File: src/rtl/triage_alarm_driver.sv
// Triage alarm driver: debounces the triage actuator code, drives the lamps and runs the buzzer/nurse-call FSM.
// Build option: define TRIAGE_ESCALATE_EN to enable the ESCALATE state after three unanswered calls.
module triage_alarm_driver #(
  parameter int STABLE_CYC = 2,
  parameter int BLINK_DIV  = 5,
  parameter int CALL_RETRY = 50
) (
  input  logic       clk,
  input  logic       rst_n,
  input  logic [5:0] a,
  input  logic       ack,
  output logic [1:0] level,
  output logic       led_g,
  output logic       led_y,
  output logic       led_r,
  output logic       buzz,
  output logic       call,
  output logic       esc,
  output logic       fault
);

  // state    | meaning
  // QUIET    | no alarm, buzzer and call idle
  // ALERT    | level >= 2 unacknowledged, buzzer active, periodic calls
  // ACKED    | nurse acknowledged, buzzer silent until level rises
  // ESCALATE | three calls went unanswered, escalation flag raised
`ifdef TRIAGE_ESCALATE_EN
  typedef enum logic [1:0] {QUIET, ALERT, ACKED, ESCALATE} state_t;
`else
  typedef enum logic [1:0] {QUIET, ALERT, ACKED} state_t;
`endif

  localparam int SW = $clog2(STABLE_CYC + 1);
  localparam int BW = $clog2((BLINK_DIV > 1) ? BLINK_DIV : 2);
  localparam int RW = $clog2((CALL_RETRY > 1) ? CALL_RETRY : 2);

  logic [5:0]    a_q;
  logic [SW-1:0] stab_cnt;
  logic [SW-1:0] stab_nxt;
  logic          a_chg;
  logic          accept;
  logic          code_ok;
  logic [1:0]    code_lvl;

  always_comb begin
    a_chg = (a != a_q);
    if (a_chg)
      stab_nxt = SW'(1);
    else if (stab_cnt == SW'(STABLE_CYC))
      stab_nxt = stab_cnt;
    else
      stab_nxt = stab_cnt + SW'(1);
    // fire once per stable run, on the cycle the run length reaches the threshold
    accept = (stab_nxt == SW'(STABLE_CYC)) && (a_chg || (stab_cnt != SW'(STABLE_CYC)));
  end

  always_comb begin
    code_ok  = 1'b1;
    code_lvl = 2'd0;
    case (a)
      6'b000000: code_lvl = 2'd0;
      6'b001100: code_lvl = 2'd1;
      6'b011010: code_lvl = 2'd2;
      6'b111111: code_lvl = 2'd3;
      default:   code_ok  = 1'b0;
    endcase
  end

  always_ff @(posedge clk or negedge rst_n) begin
    if (!rst_n) begin
      a_q      <= 6'b000000;
      stab_cnt <= '0;
      level    <= 2'd0;
      fault    <= 1'b0;
    end else begin
      a_q      <= a;
      stab_cnt <= stab_nxt;
      if (accept) begin
        if (code_ok) begin
          level <= code_lvl;
          fault <= 1'b0;
        end else begin
          fault <= 1'b1;
        end
      end
    end
  end

  logic [BW-1:0] led_cnt;
  logic          led_ph;

  always_ff @(posedge clk or negedge rst_n) begin
    if (!rst_n) begin
      led_cnt <= '0;
      led_ph  <= 1'b0;
    end else if (!fault) begin
      led_cnt <= '0;
      led_ph  <= 1'b1;
    end else if (led_cnt == BW'(BLINK_DIV - 1)) begin
      led_cnt <= '0;
      led_ph  <= ~led_ph;
    end else begin
      led_cnt <= led_cnt + BW'(1);
    end
  end

  assign led_g = ~fault & (level == 2'd0);
  assign led_y = fault ? led_ph : (level == 2'd1);
  assign led_r = ~fault & level[1];

  state_t        state;
  state_t        nxt;
  logic          fresh;
  logic          restart;
  logic [1:0]    level_d;
  logic [BW-1:0] blink_cnt;
  logic          blink_ph;
  logic          blink_ph_nxt;
  logic [RW-1:0] retry_cnt;
  logic          blink_wrap;
  logic          retry_wrap;
  logic          rise;
  logic          lvl_hi;
`ifdef TRIAGE_ESCALATE_EN
  logic [1:0]    call_num;
`endif

  assign lvl_hi       = level[1];
  assign rise         = (level > level_d);
  assign blink_wrap   = (blink_cnt == BW'(BLINK_DIV - 1));
  assign retry_wrap   = (retry_cnt == RW'(CALL_RETRY - 1));
  assign blink_ph_nxt = blink_wrap ? ~blink_ph : blink_ph;

  // fresh marks an entry that restarts the call schedule, including ALERT re-entry on a level rise
  always_comb begin
    nxt   = state;
    fresh = 1'b0;
    case (state)
      QUIET: begin
        if (lvl_hi) begin
          nxt   = ALERT;
          fresh = 1'b1;
        end
      end
      ALERT: begin
        if (!lvl_hi)
          nxt = QUIET;
        else if (ack && rise)
          fresh = 1'b1;
        else if (ack)
          nxt = ACKED;
`ifdef TRIAGE_ESCALATE_EN
        else if (retry_wrap && (call_num == 2'd3)) begin
          nxt   = ESCALATE;
          fresh = 1'b1;
        end
`endif
      end
      ACKED: begin
        if (!lvl_hi)
          nxt = QUIET;
        else if (rise) begin
          nxt   = ALERT;
          fresh = 1'b1;
        end
      end
`ifdef TRIAGE_ESCALATE_EN
      ESCALATE: begin
        if (!lvl_hi)
          nxt = QUIET;
        else if (ack && rise) begin
          nxt   = ALERT;
          fresh = 1'b1;
        end else if (ack)
          nxt = ACKED;
      end
`endif
      default: nxt = QUIET;
    endcase
    restart = fresh || (nxt != state);
  end

  always_ff @(posedge clk or negedge rst_n) begin
    if (!rst_n) begin
      state     <= QUIET;
      level_d   <= 2'd0;
      blink_cnt <= '0;
      blink_ph  <= 1'b0;
      retry_cnt <= '0;
      buzz      <= 1'b0;
      call      <= 1'b0;
    end else begin
      state   <= nxt;
      level_d <= level;
      if (restart) begin
        blink_cnt <= '0;
        blink_ph  <= 1'b1;
        retry_cnt <= '0;
      end else if (nxt != QUIET && nxt != ACKED) begin
        blink_cnt <= blink_wrap ? '0 : blink_cnt + BW'(1);
        blink_ph  <= blink_ph_nxt;
        retry_cnt <= retry_wrap ? '0 : retry_cnt + RW'(1);
      end
      case (nxt)
        ALERT: begin
          if (fresh) begin
            call <= 1'b1;
            buzz <= 1'b1;
          end else begin
            call <= retry_wrap;
            buzz <= (level == 2'd3) | blink_ph_nxt;
          end
        end
`ifdef TRIAGE_ESCALATE_EN
        ESCALATE: begin
          call <= fresh | retry_wrap;
          buzz <= 1'b1;
        end
`endif
        default: begin
          call <= 1'b0;
          buzz <= 1'b0;
        end
      endcase
    end
  end

`ifdef TRIAGE_ESCALATE_EN
  logic esc_r;

  always_ff @(posedge clk or negedge rst_n) begin
    if (!rst_n) begin
      call_num <= 2'd0;
      esc_r    <= 1'b0;
    end else begin
      esc_r <= (nxt == ESCALATE);
      if (fresh)
        call_num <= 2'd1;
      else if (state == ALERT && retry_wrap && call_num != 2'd3)
        call_num <= call_num + 2'd1;
    end
  end

  assign esc = esc_r;
`else
  assign esc = 1'b0;
`endif

endmodule

File: config.mk
export PLATFORM = sky130hd
export DESIGN_NAME = triage_alarm_driver
export DESIGN_NICKNAME = d
export VERILOG_FILES = /design/src/rtl/triage_alarm_driver.sv
export SDC_FILE = /design/constraint.sdc
export NUM_CORES = 1
export LEC_CHECK = 0
export ABC_AREA = 1
export BUFFER_PORTS_ARGS = -buffer_cell sky130_fd_sc_hd__buf_2
export CORE_UTILIZATION = 53
export DETAILED_ROUTE_END_ITERATION = 16
export PLACE_DENSITY = 0.75
export SYNTH_ARGS = -nofsm -noshare
export SYNTH_HDL_FRONTEND = slang
export SYNTH_SLANG_ARGS = --single-unit
File: constraint.sdc
create_clock -name clk -period 1.6 [get_ports clk]
set_input_delay 0.24 -clock clk [delete_from_list [all_inputs] [get_ports clk]]
set_output_delay 0.24 -clock clk [all_outputs]
set_load 0.03 [all_outputs]
=== Yosys cells after proc, flatten, opt, wreduce, memory -nomap -nowiden ===
Index checks and enable logic that the tools add are counted.

* Register bits after elaboration: 31
* Output and inout port bits: 9
* Logic and storage cells: 90

* $add $sub $neg: 4
* $lt $le $gt $ge: 1
* Equal/unequal tests: 18
* Mux-type cells: 36
* Bitwise gates (word level): 6
* Reduce and logical (&&, ||, !) cells: 12

{| class="wikitable"
|+ Operators with widths
! cell !! count
|-
| $mux W6 || 3
|-
| $mux W1 || 17
|-
| $mux W2 || 8
|-
| $mux W3 || 5
|-
| $eq A6 B6 Y1 const B || 2
|-
| $pmux W2 S3 || 2
|-
| $eq A2 B2 Y1 const B || 4
|-
| $add A3 B1 Y3 const B || 2
|-
| $add A6 B1 Y6 const B || 1
|-
| $eq A2 B1 Y1 const B || 3
|-
| $eq A3 B3 Y1 const B || 2
|-
| $eq A6 B4 Y1 const B || 1
|-
| $eq A6 B5 Y1 const B || 1
|-
| $logic_not A6 Y1 || 1
|-
| $ne A6 B6 Y1 || 1
|-
| $logic_not A2 Y1 || 2
|-
| $ne A2 B2 Y1 const B || 2
|-
| $reduce_bool A2 Y1 || 2
|-
| $reduce_or A4 Y1 || 1
|-
| $logic_and A1 B1 Y1 || 3
|-
| $not A1 Y1 || 3
|-
| $pmux W1 S3 || 1
|-
| $add A2 B1 Y2 const B || 1
|-
| $and A1 B1 Y1 || 2
|-
| 6 further kinds || 7
|}

=== Depth between registers and ports, before layout ===
Gate-level depths: netlist (run 1).

* Word-level depth: 9
* Mapped depth: 16
* Depth with buffers taken out: 16

=== Worst setup path after synthesis (run 1) ===
Ideal clock, no wire load.

* Path kind: reg2reg
* Start point: reg level[0]
* End point: reg retry_cnt[2]
* Library setup time: 0.113 ns
* Arrival time: 1.735 ns
* Required time: 1.487 ns
* Path slack: -0.248 ns
* Cell stages (with the launch flop): 15
* Buffers on the path: 0
* Clock period less this slack: 1.848 ns
* Path through: dfrtp_1 inv_1 ha_1 nand2_1 nand2_2 nand2_2 nand2_1 nand2_1 nand2_2 nand2_4 nand2_8 nand3_2 nand2_1 nand2_1 inv_1

* Cells in the longest elaborated chain, start to end: 8
* Elaborated cells between the ends (all ways): 19
* Those cells by class: 1 x order compare; 2 x eq/ne; 11 x mux; 5 x reduce/logical

{| class="wikitable"
|+ Ends and longest elaborated chain
! what !! line !! source
|-
| start, declared || 12 || <nowiki>output logic [1:0] level,</nowiki>
|-
| start signal, assigned || 80 || <nowiki>level <= code_lvl;</nowiki>
|-
| $gt A2 B2 Y1 * || 129 || <nowiki>assign rise = (level > level_d);</nowiki>
|-
| $logic_and A1 B1 Y1 || 148 || <nowiki>else if (ack && rise)</nowiki>
|-
| $mux W2 || 148 ||
|-
| $mux W2 || 146 || <nowiki>if (!lvl_hi)</nowiki>
|-
| $pmux W2 S3 || 138 || <nowiki>case (state)</nowiki>
|-
| $ne A2 B2 Y1 (tied with other cells) || 180 || <nowiki>restart = fresh || (nxt != state);</nowiki>
|-
| $logic_or A1 B1 Y1 or $logic_and A1 B1 Y1 (tied branches) || 180, 199 ||
|-
| $mux W6 or $reduce_bool A2 Y1 (tied branches) || n/a ||
|-
| end signal, assigned || 202 || <nowiki>retry_cnt <= retry_wrap ? '0 : retry_cnt + RW'(1);</nowiki>
|-
| end, declared || 119 || <nowiki>logic [RW-1:0] retry_cnt;</nowiki>
|}

Every way passes the cells marked *; elsewhere a longest branch is shown, timed or not.
A chain may end at the register's enable or synchronous reset.

=== Final worst setup path (run 1) ===
* Start point: reg level[1]
* End point: reg blink_cnt[1]

* Cells in the longest elaborated chain, start to end: 8
* Elaborated cells between the ends (all ways): 21
* Those cells by class: 1 x order compare; 2 x eq/ne; 13 x mux; 5 x reduce/logical

{| class="wikitable"
|+ Ends and longest elaborated chain
! what !! line !! source
|-
| $gt A2 B2 Y1 || 129 ||
|-
| $logic_and A1 B1 Y1 || 148 ||
|-
| $mux W2 || 148 ||
|-
| $mux W2 || 146 ||
|-
| $pmux W2 S3 || 138 ||
|-
| $ne A2 B2 Y1 (tied with other cells) || 180 ||
|-
| $logic_or A1 B1 Y1 or $logic_and A1 B1 Y1 (tied branches) || 180, 199 ||
|-
| $mux W3 or $reduce_bool A2 Y1 (tied branches) || n/a ||
|-
| end signal, assigned || 200 || <nowiki>blink_cnt <= blink_wrap ? '0 : blink_cnt + BW'(1);</nowiki>
|-
| end, declared || 116 || <nowiki>logic [BW-1:0] blink_cnt;</nowiki>
|}

Parallel ways exist; a longest one is shown, timed or not.

==> results of run 1 <==
[power by group through the flow]
stage / combinational, mW / sequential [mW] / clock, mW
after CTS: 0.396 / 0.900 / 0.631
after global placement: 0.370 / 0.913 / 0
after floorplan: 0.270 / 0.917 / 0
final: 0.406 / 0.899 / 0.606
after detailed placement: 0.382 / 0.916 / 0
after global routing: 0.466 / 0.908 / 0.666
[per-stage QoR]
stage                     cells  TNS (ns)  total power [mW]  setup WS, ns
after floorplan             253     -1.07              1.19        -0.108
after CTS                   337    -0.989              1.93       -0.0974
after global placement      327    -0.767              1.28       -0.0791
after global routing        340     -2.14              2.04        -0.210
final                       340    -0.956              1.91        -0.103
after detailed placement    327     -1.04              1.30        -0.111
[layout by cell type (no fill, tap or decap), types with 3 or more instances in the layout]
cell      instances
nand4_1          14
nor2_1           20
nand2_1          49
inv_2             5
clkbuf_8          5
nand3_2          12
ha_1             11
a21oi_2           3
buf_2            15
nand2_8           3
nand2_2          11
inv_1            47
dfrtp_1          29
o21ai_0           4
buf_4            17
nand3_1           7
a21oi_1           6
[cells by family (layout without fill, tap and decap cells)]
| kind of cell | count (synthesis) | after routing | synth area share (%) |
|---|---|---|---|
| simple gates | 125 | 128 | 33.2 |
| buf+inv | 57 | 93 | 11.8 |
| flops | 31 | 31 | 38.0 |
| compound gates | 22 | 22 | 6.93 |
| fa+ha+maj | 14 | 14 | 8.58 |
| xor+xnor | 3 | 3 | 1.29 |
| other cells | 1 | 1 | 0.184 |
[worst min-delay path by stage]
stage                                    end   from  slack (ns)
after CTS                   a_q[3]$_DFF_PN0_   a[3]        0.11
after floorplan             a_q[0]$_DFF_PN0_  rst_n       -0.06
final                       a_q[2]$_DFF_PN0_   a[2]        0.12
after global placement    state[1]$_DFF_PN0_  rst_n        0.12
after detailed placement  state[1]$_DFF_PN0_  rst_n        0.13
after global routing        a_q[3]$_DFF_PN0_   a[3]        0.11
[worst max-delay path, cell delays in order, from the launching register on]
cell     delay (ns)
dfrtp_2        0.42
ha_4           0.27
nand2_2        0.04
nand2_2        0.07
nand2_2        0.06
nand2_2        0.09
nand2_2        0.05
nand2_2        0.08
nand2_4        0.09
nand2_8        0.13
nand2_8        0.08
nand3_2        0.06
nand2_1        0.05
nand2_1        0.05
inv_1          0.04
[metal layers]
metal  vias up  global-route usage (%)  routed length (um)
met5         -                       0                   0
met4         0                    7.67                  54
met3         8                    6.43                 191
met2        40                    34.0                1870
met1       768                    27.5                1910
li1        875                       -                   -
[state kept, by name, indices dropped and copies added (netlist names)]
| signal | cells |
|---|---|
| led_cnt | 3 |
| call | 1 |
| level_d | 2 |
| retry_cnt | 6 |
| blink_cnt | 3 |
| level | 2 |
| blink_ph | 1 |
| a_q | 6 |
| led_ph | 1 |
| fault | 1 |
| buzz | 1 |
| state | 2 |
| stab_cnt | 2 |
[cell type report]
cell class | instances | area share, %
Tap cell | 48 | 2.42
Multi-Input combinational cell | 168 | 46.3
Inverter | 52 | 7.87
Timing Repair Buffer | 33 | 8.58
Sequential cell | 31 | 31.4
Clock inverter | 2 | 0.505
Clock buffer | 6 | 2.93
[repair_timing]
item,4_1_cts,5_1_grt
pin swaps,2,11
resized for setup,2,10
buffers inserted,0,1
hold endpoints to repair,9,0
gates cloned,1,2
setup endpoints to repair,13,13
hold buffers,1,0
==> flow_summary.yaml, run 1 <==
run_status:
  outcome: "complete, but fails checks"
  violations: "setup timing"
setup_path:
  arrival_ns: 1.89
  r2r_setup_slack_ns: -0.10
  reg2reg_from: "level[1]$_DFFE_PN0P_"
  crit_start: "level[1]$_DFFE_PN0P_"
  startpoint_type: "flop"
  endpoint: "blink_cnt[1]$_DFFE_PN0P_"
  ff2ff_path_depth: 14
  crit_fanout: 6
  crit_required_ns: 1.79
  critical_path.endpoint_type: "flop"
  rr_endpoint: "blink_cnt[1]$_DFFE_PN0P_"
  path_class: "reg -> reg"
min_path:
  hold_class: "in -> reg"
  min_path_cells: 1
pwr:
  p_leak_nw: 1.34
  seq_power_share_pct: 47.1
  power.net_switching_mw: 0.591
  irDropWorstVdd_uv: 468
  power_density_mw_per_mm2: 771
  internal_power_mw: 1.32
  combPwrFrac_pct: 21.2
  p_sw_share_pct: 30.9
  power_frac_clock_pct: 31.7
synthesis:
  synth_edf_count: 0
  synth.largest_area_cell: "dfrtp_1"
  synth.most_common_cell: "nand2_1"
  syn_avg_cell_area_sq_um: 8.07
  synth_nets: 276
  netlist_top_cells_area: "dfrtp_1, nand2_1, inv_1, ha_1, nand3_2"
  synthTopCellsByCount: "nand2_1, inv_1, dfrtp_1"
  syn_area_sq_mm: 0.00204
  syn_inst: 253
  synth_top_area_share_pct: 38.0
  yosysWarnings: 0
  synth_ff_type: "dfrtp_1"
  ys_seq_elements: 31
  synth_seq_area_share_pct: 38.0
  synth_cell_types: 36
  synth_async_sr_flop_share_pct: 100
global_route:
  grt_pass1_wl_um: 6630
  grt_pass1_vias: 1504
  antenna_found_initial: 0
  grt_max_degree: 15
  grt_overflow: 0
  grt_use_total_pct: 21.4
timing:
  drv_slew: 0
  setup_viol: 12
  fin_crit_sh_pct: 106
  setup_ws_ns: -0.103
  hold_violations: 0
  rsz0062_at_grt: "yes"
  fmax_mhz: 587
  worst_hold_slack_ns: 0.122
  fin_skew_ns: 0.00689
  period_minus_slack_ns: 1.70
clocking:
  cts.sinks: 31
  htreeDepth: 2
  clk_pin_slew_worst_paths_ns: 0.07
  cts.path.max_buffers: 2
  clock_latency_ns: 0.29
  numCtsBuffers: 5
  cts_root_buffer: "clkbuf_8"
  cts_tree: "done"
route:
  ant_nets: 0
  drtIter0Drc: 99
  drc: 0
  vias_per_cell: 4.97
  vias: 1691
  routedWlPerCell_um: 11.8
  dr.pass1.iters: 4
  wl_um: 4030
final_layout:
  final_util_pct: 67.2
  nFillCells: 327
  ff_latch_area_sq_um: 778
  multi_input_area_sq_mm: 0.00115
  diodes: 0
  syn2layout_area_growth_pct: 21.5
  drive_gt1_share_pct: 31.2
  finalNetCount: 314
  fin_area_sq_mm: 0.00248
floorplanning:
  io_pins: 18
  core_area_sq_mm: 0.00369
  dieArea_sq_mm: 0.00410
  start_util_pct: 55.3
  fp.dieH_um: 64.1
  rows: 22
  dieWidth_um: 64.1
place:
  dp.final_hpwl_um: 2850
  gp_congestion: 0.869
  place_area_sq_mm: 0.00230
  port_buffers: 16
flow_run:
  cap_viol_max_count: 0
Note: power is estimated with default switching activity, not from simulation.
==> run 2, diff against run 1 <==
Settings changed: CELL_PAD_IN_SITES_DETAIL_PLACEMENT set to 0, CELL_PAD_IN_SITES_GLOBAL_PLACEMENT set to 2, CORE_UTILIZATION 53 to 32, HOLD_SLACK_MARGIN set to 0.12, PLACE_DENSITY 0.75 to unset, PLACE_DENSITY_LB_ADDON set to 0.1.
==> run 2 against run 1 <==
Net effect:
- the flow still finishes with violations (setup timing)
- largest cell class unchanged
- total power increased by 0.87%
- utilization down 23 points
- die area is 63% higher
- worst hold slack gained 0.0058 ns
- register-to-register slack hardly changed
- clock skew is 0.0027 ns higher
- final cell count grew 11%
- critical path type unchanged
- design area increased by 8.0%
==> flow_summary.yaml, run 2 (synthesized netlist as in run 1, its figures left out) <==
pwr:
  p_leak_nw: 1.41
  p_total_mw: 1.93
  power_density_mw_per_mm2: 720
  irDropWorstVdd_uv: 517
final_layout:
  finalNonFillerCells: 377
  reg_top3: "a_q x6, retry_cnt x6"
  diodes: 0
  finalNetCount: 324
  layout_commonest_cell: "nand2_1"
  syn2layout_area_growth_pct: 31.1
  fin_area_sq_mm: 0.00268
  most-common-layout-cells: "nand2_1, inv_1, dfrtp_1"
  drive_gt1_share_pct: 34.1
floorplanning:
  dieArea_sq_mm: 0.00670
  start_util_pct: 33.9
  dieWidth_um: 81.9
  rows: 28
  core_area_sq_mm: 0.00603
  fp.dieH_um: 81.9
  io_pins: 18
place:
  port_buffers: 16
  place_inst: 359
  place_area_sq_mm: 0.00237
  dpl_worst_slack_ns: -0.124
  gp_congestion: 0.697
  dp.final_hpwl_um: 3060
timing:
  worst_hold_slack_ns: 0.128
  setup_viol: 13
  drv_slew: 0
  fmax_mhz: 588
  fin_skew_ns: 0.00957
  period_minus_slack_ns: 1.70
  rsz0062_at_grt: "yes"
  fin_crit_sh_pct: 106
  hold_violations: 0
  setup_ws_ns: -0.100
route:
  drtIter0Drc: 64
  vias_per_cell: 4.52
  dr.pass1.iters: 4
  routedWlPerCell_um: 11.9
  vias: 1705
  ant_nets: 0
  wl_um: 4470
  drc: 0
setup_path:
  startpoint_type: "flop"
  crit_fanout: 5
  cp_cell_sequence: "ha_4 > nand2_4 > nand2_4 > nand2_4 > o21ai_0 > nand3_1 > nand2_4 > nor2_4 > nand2_1 > inv_1"
  crit_required_ns: 1.78
  path_class: "reg -> reg"
  arrival_ns: 1.88
  critical_path.endpoint_type: "flop"
  cp_slowest_cell: "dfrtp_2"
  slowest_delay_ns: 0.43
  crit_top_cell: "nand2_4"
global_route:
  grt_overflow: 0
  grt_pass1_wl_um: 7390
  grt_pass1_vias: 1610
  grt_use_total_pct: 14.8
  antenna_found_initial: 0
  grt_max_degree: 32
run_status:
  violations: "setup timing"
  outcome: "complete, but fails checks"
clocking:
  numCtsBuffers: 5
  cts.path.max_buffers: 2
  cts_root_buffer: "clkbuf_8"
  cts_tree: "done"
  clock_latency_ns: 0.29
  clk_pin_slew_worst_paths_ns: 0.07
  cts.sinks: 31
  htreeDepth: 2
flow_run:
  cap_viol_max_count: 0
min_path:
  hold_class: "in -> reg"
==> run 2: layer usage <==
metal | GRT usage [%] | vias up | part of all wire [%]
met1 | 19.7 | 781 | 52
met5 | 0 | - | 0
met4 | 4.74 | 0 | 1.2
li1 | - | 896 | -
met3 | 4.00 | 5 | 3.0
met2 | 22.9 | 23 | 43
==> run 2: power by group <==
group / switching [mW] / internal, mW
Sequential: 0.0450 / 0.855
Clock: 0.305 / 0.304
Combinational: 0.254 / 0.165
==> run 2: path summary, 6_finish.rpt <==
| path | from | end | slack [ns] | cells past startpoint |
|---|---|---|---|---|
| max | level[1]$_DFFE_PN0P_ | retry_cnt[5]$_DFFE_PN0P_ | -0.1 | 10 |
| min | a[3] | a_q[3]$_DFF_PN0_ | 0.13 | 1 |
| max reg2reg | level[1]$_DFFE_PN0P_ | retry_cnt[5]$_DFFE_PN0P_ | -0.1 | 10 |
| min reg2reg | led_cnt[0]$_DFF_PN0_ | led_cnt[0]$_DFF_PN0_ | 0.46 | 1 |
| max in group asynchronous | rst_n | level[1]$_DFFE_PN0P_ | 0.77 | 3 |
| min in group asynchronous | rst_n | a_q[4]$_DFF_PN0_ | 0.50 | 3 |
==> run 2: timing repair <==
item	4_1_cts	5_1_grt
hold buffers	1	1
pin swaps	11	9
gates cloned	2	2
resized for setup	12	18
setup endpoints to repair	13	14
endpoints found under the hold margin	31	1
buffers inserted	0	4
==> run 2: final cells by class <==
class                   instances  area (sq um)
clock buffers                   6          72.6
flip-flops and latches         31           778
clock inverters                 2          12.5
multi-input cells             168          1190
fillers                       626          3350
repair buffers                 43           329
well taps                      75          93.8
inverters                      52           201
==> run 2: critical path, delay by kind of cell, from the launching register on <==
family	cells	cell delay [ns]
AND/OR/NAND/NOR	7	0.65
flip-flops	1	0.43
adder cells (fa/ha/maj)	1	0.29
AO/OA/AOI/OAI	1	0.18
buffers and inverters	1	0.03
==> run 2: stage by stage <==
stage | TNS [ns] | utilization (%)
after floorplan | -1.07 | -
after global placement | -1.06 | 39.3
after detailed placement | -1.19 | 39.3
after CTS | -0.953 | 42.1
after global routing | -2.69 | 44.4
final | -1.04 | 44.4
==> run 3, diff against run 2 <==
Settings changed: ABC_AREA 1 to unset, CORE_UTILIZATION 32 to 33, HOLD_SLACK_MARGIN 0.12 to unset.
==> run 3 against run 2 <==
Net effect:
- the flow still finishes with violations (setup timing)
- final cell count shrank 16%
- non-clock buffer count grew 10
- utilization grew 5.5 points
- global-route usage grew 1.4 points
- sequential share of layout area grew 0.92 points
- design area shrank 2.9%
- critical endpoint is now retry_cnt[3]$_DFFE_PN0P_
==> flow_summary.yaml, run 3 <==
run_status:
  outcome: "complete, but fails checks"
  violations: "setup timing"
final_layout:
  final_util_pct: 49.9
  syn2layout_area_growth_pct: 43.3
  reg_top3: "a_q x6, retry_cnt x6"
  most-common-layout-cells: "buf_4, dfrtp_1, nand2_1, buf_2"
  layout_commonest_cell: "buf_4"
  drive_gt1_share_pct: 44.8
  diodes: 0
  finalNetCount: 270
setup_path:
  cp_slowest_cell: "dfrtp_2"
  r2r_setup_slack_ns: -0.38
  path_delay_family: "compound AO/OA/AOI/OAI gates"
  rr_endpoint: "retry_cnt[3]$_DFFE_PN0P_"
  ff2ff_path_depth: 7
  cp_cell_sequence: "ha_4 > and2b_2 > o211ai_1 > a2111oi_4 > buf_4 > nand3_2 > a31oi_2"
  crit_required_ns: 1.80
  reg2reg_from: "level[1]$_DFFE_PN0P_"
  startpoint_type: "flop"
  path_class: "reg -> reg"
  slowest_delay_ns: 0.43
  arrival_ns: 2.19
  crit_buf_inv: 1
  critical_path.endpoint_type: "flop"
  crit_fanout: 6
global_route:
  grt_pass1_wl_um: 7440
  grt_pass1_vias: 1649
  antenna_found_initial: 0
  grt_use_total_pct: 16.1
  grt_overflow: 0
  grt_max_degree: 17
timing:
  setup_viol: 12
  setup_ws_ns: -0.384
  drv_slew: 0
  period_minus_slack_ns: 1.98
  fin_skew_ns: 0.00800
  hold_violations: 0
  fin_crit_sh_pct: 124
  rsz0062_at_grt: "yes"
  fmax_mhz: 504
  tns_ns: -3.52
  worst_hold_slack_ns: 0.0996
clocking:
  numCtsBuffers: 5
  cts.path.max_buffers: 2
  clk_pin_slew_worst_paths_ns: 0.07
  cts_tree: "done"
  cts_root_buffer: "clkbuf_8"
  htreeDepth: 2
  cts.sinks: 31
  clock_latency_ns: 0.28
synthesis:
  netlist_top_cells_area: "dfrtp_1, ha_1, nor2_1, inv_1, nand2_1"
  synth.most_common_cell: "dfrtp_1"
  yosysWarnings: 0
  synth.largest_area_cell: "dfrtp_1"
  synth_cell_types: 43
  syn_inst: 194
  synth_edf_count: 0
  synth_async_sr_flop_share_pct: 100
  synthTopCellsByCount: "dfrtp_1, nor2_1, inv_1, nand2_1, ha_1"
  synth_seq_area_share_pct: 42.8
  synth_top_area_share_pct: 42.8
  syn_avg_cell_area_sq_um: 9.35
  synth_nets: 217
  ys_seq_elements: 31
  syn_area_sq_mm: 0.00181
  synth_ff_type: "dfrtp_1"
place:
  port_buffers: 16
  gp_congestion: 0.805
  dp.final_hpwl_um: 3040
flow_run:
  cap_viol_max_count: 0
pwr:
  power_frac_clock_pct: 26.8
  p_total_mw: 2.30
  power.net_switching_mw: 0.797
  irDropWorstVdd_uv: 634
  power_density_mw_per_mm2: 884
  p_leak_nw: 1.13
  internal_power_mw: 1.50
  seq_power_share_pct: 43.0
  p_sw_share_pct: 34.7
  combPwrFrac_pct: 30.2
route:
  drtIter0Drc: 100
  routedWlPerCell_um: 13.2
  vias_per_cell: 4.92
  ant_nets: 0
  vias: 1563
  dr.pass1.iters: 4
  drc: 0
  wl_um: 4190
floorplanning:
  core_area_sq_mm: 0.00520
  start_util_pct: 34.8
  dieWidth_um: 76.1
  dieArea_sq_mm: 0.00579
  fp.dieH_um: 76.1
  rows: 26
  io_pins: 18
min_path:
  hp-start: "a[0]"
  holdPathEnd: "a_q[0]$_DFF_PN0_"
  hold_class: "in -> reg"
  min_path_cells: 1
-- run 3: cell count changes in the layout (fill, tap and decap cells not counted), sizes merged, moves of 12 or more --
cell   before  now
nand2      64   17
buf        40   52
nand4      14    2
nand3      20    6
inv        51   17
-- run 3: per-stage QoR --
step,std cells,setup WS (ns),area (sq um)
2_1_floorplan,194,-0.377,1860
3_3_place_gp,308,-0.355,2260
3_5_place_dp,308,-0.414,2260
4_1_cts,319,-0.320,2440
5_1_grt,318,-0.471,2600
6_report,318,-0.384,2600
-- run 3: power groups by stage --
stage               clock (mW)  sequential [mW]  combinational, mW
CTS                      0.639            0.984              0.638
floorplan                    0            0.981              0.400
detailed placement           0            0.998              0.599
global route             0.672             1.00              0.777
finish                   0.615            0.987              0.694
global placement             0            0.989              0.571
-- run 3: timing repair --
item | 4_1_cts | 5_1_grt
pin swaps | 8 | 15
hold buffers | 1 | 0
setup endpoints to repair | 15 | 17
setup buffers | 1 | 2
gates cloned | 1 | 0
endpoints found under the hold margin | 15 | 0
gates resized for setup | 18 | 41
-- run 3: worst max path at each step --
stage	from	to	slack (ns)	cells past startpoint
6_report	level[1]$_DFFE_PN0P_	retry_cnt[3]$_DFFE_PN0P_	-0.38	7
3_5_place_dp	level_d[1]$_DFF_PN0_	retry_cnt[1]$_DFFE_PN0P_	-0.41	8
2_1_floorplan	level[1]$_DFFE_PN0P_	blink_ph$_DFFE_PN0P_	-0.38	7
3_3_place_gp	level_d[1]$_DFF_PN0_	retry_cnt[1]$_DFFE_PN0P_	-0.35	8
4_1_cts	level[1]$_DFFE_PN0P_	retry_cnt[0]$_DFFE_PN0P_	-0.32	7
5_1_grt	level[1]$_DFFE_PN0P_	retry_cnt[3]$_DFFE_PN0P_	-0.47	7
-- run 3: area by class of cell --
cell class | instances | area (sq um)
timing repair buffer | 53 | 387
sequential | 31 | 779
multi-input combinational | 139 | 1200
clock buffer | 6 | 72.6
fill | 506 | 2610
clock inverter | 2 | 12.5
tap | 70 | 87.6
inverter | 17 | 63.8
-- run 3: per-layer routing --
metal	routed length (um)	vias up	share of wire, %	track usage, %
li1	-	777	-	-
met1	1860	756	44	19.2
met2	2140	22	51	28.0
met3	117	8	2.8	3.71
met4	76	0	1.8	6.35
met5	0	-	0	0
-- run 3: logic make-up after synthesis --
group	Yosys count	synth area share, %
mux	7	4.14
flops	31	42.8
compound gates	44	15.6
simple gates	65	18.4
fa+ha+maj	14	9.66
xor+xnor	8	3.86
buf+inv	24	5.38
other cells	1	0.207
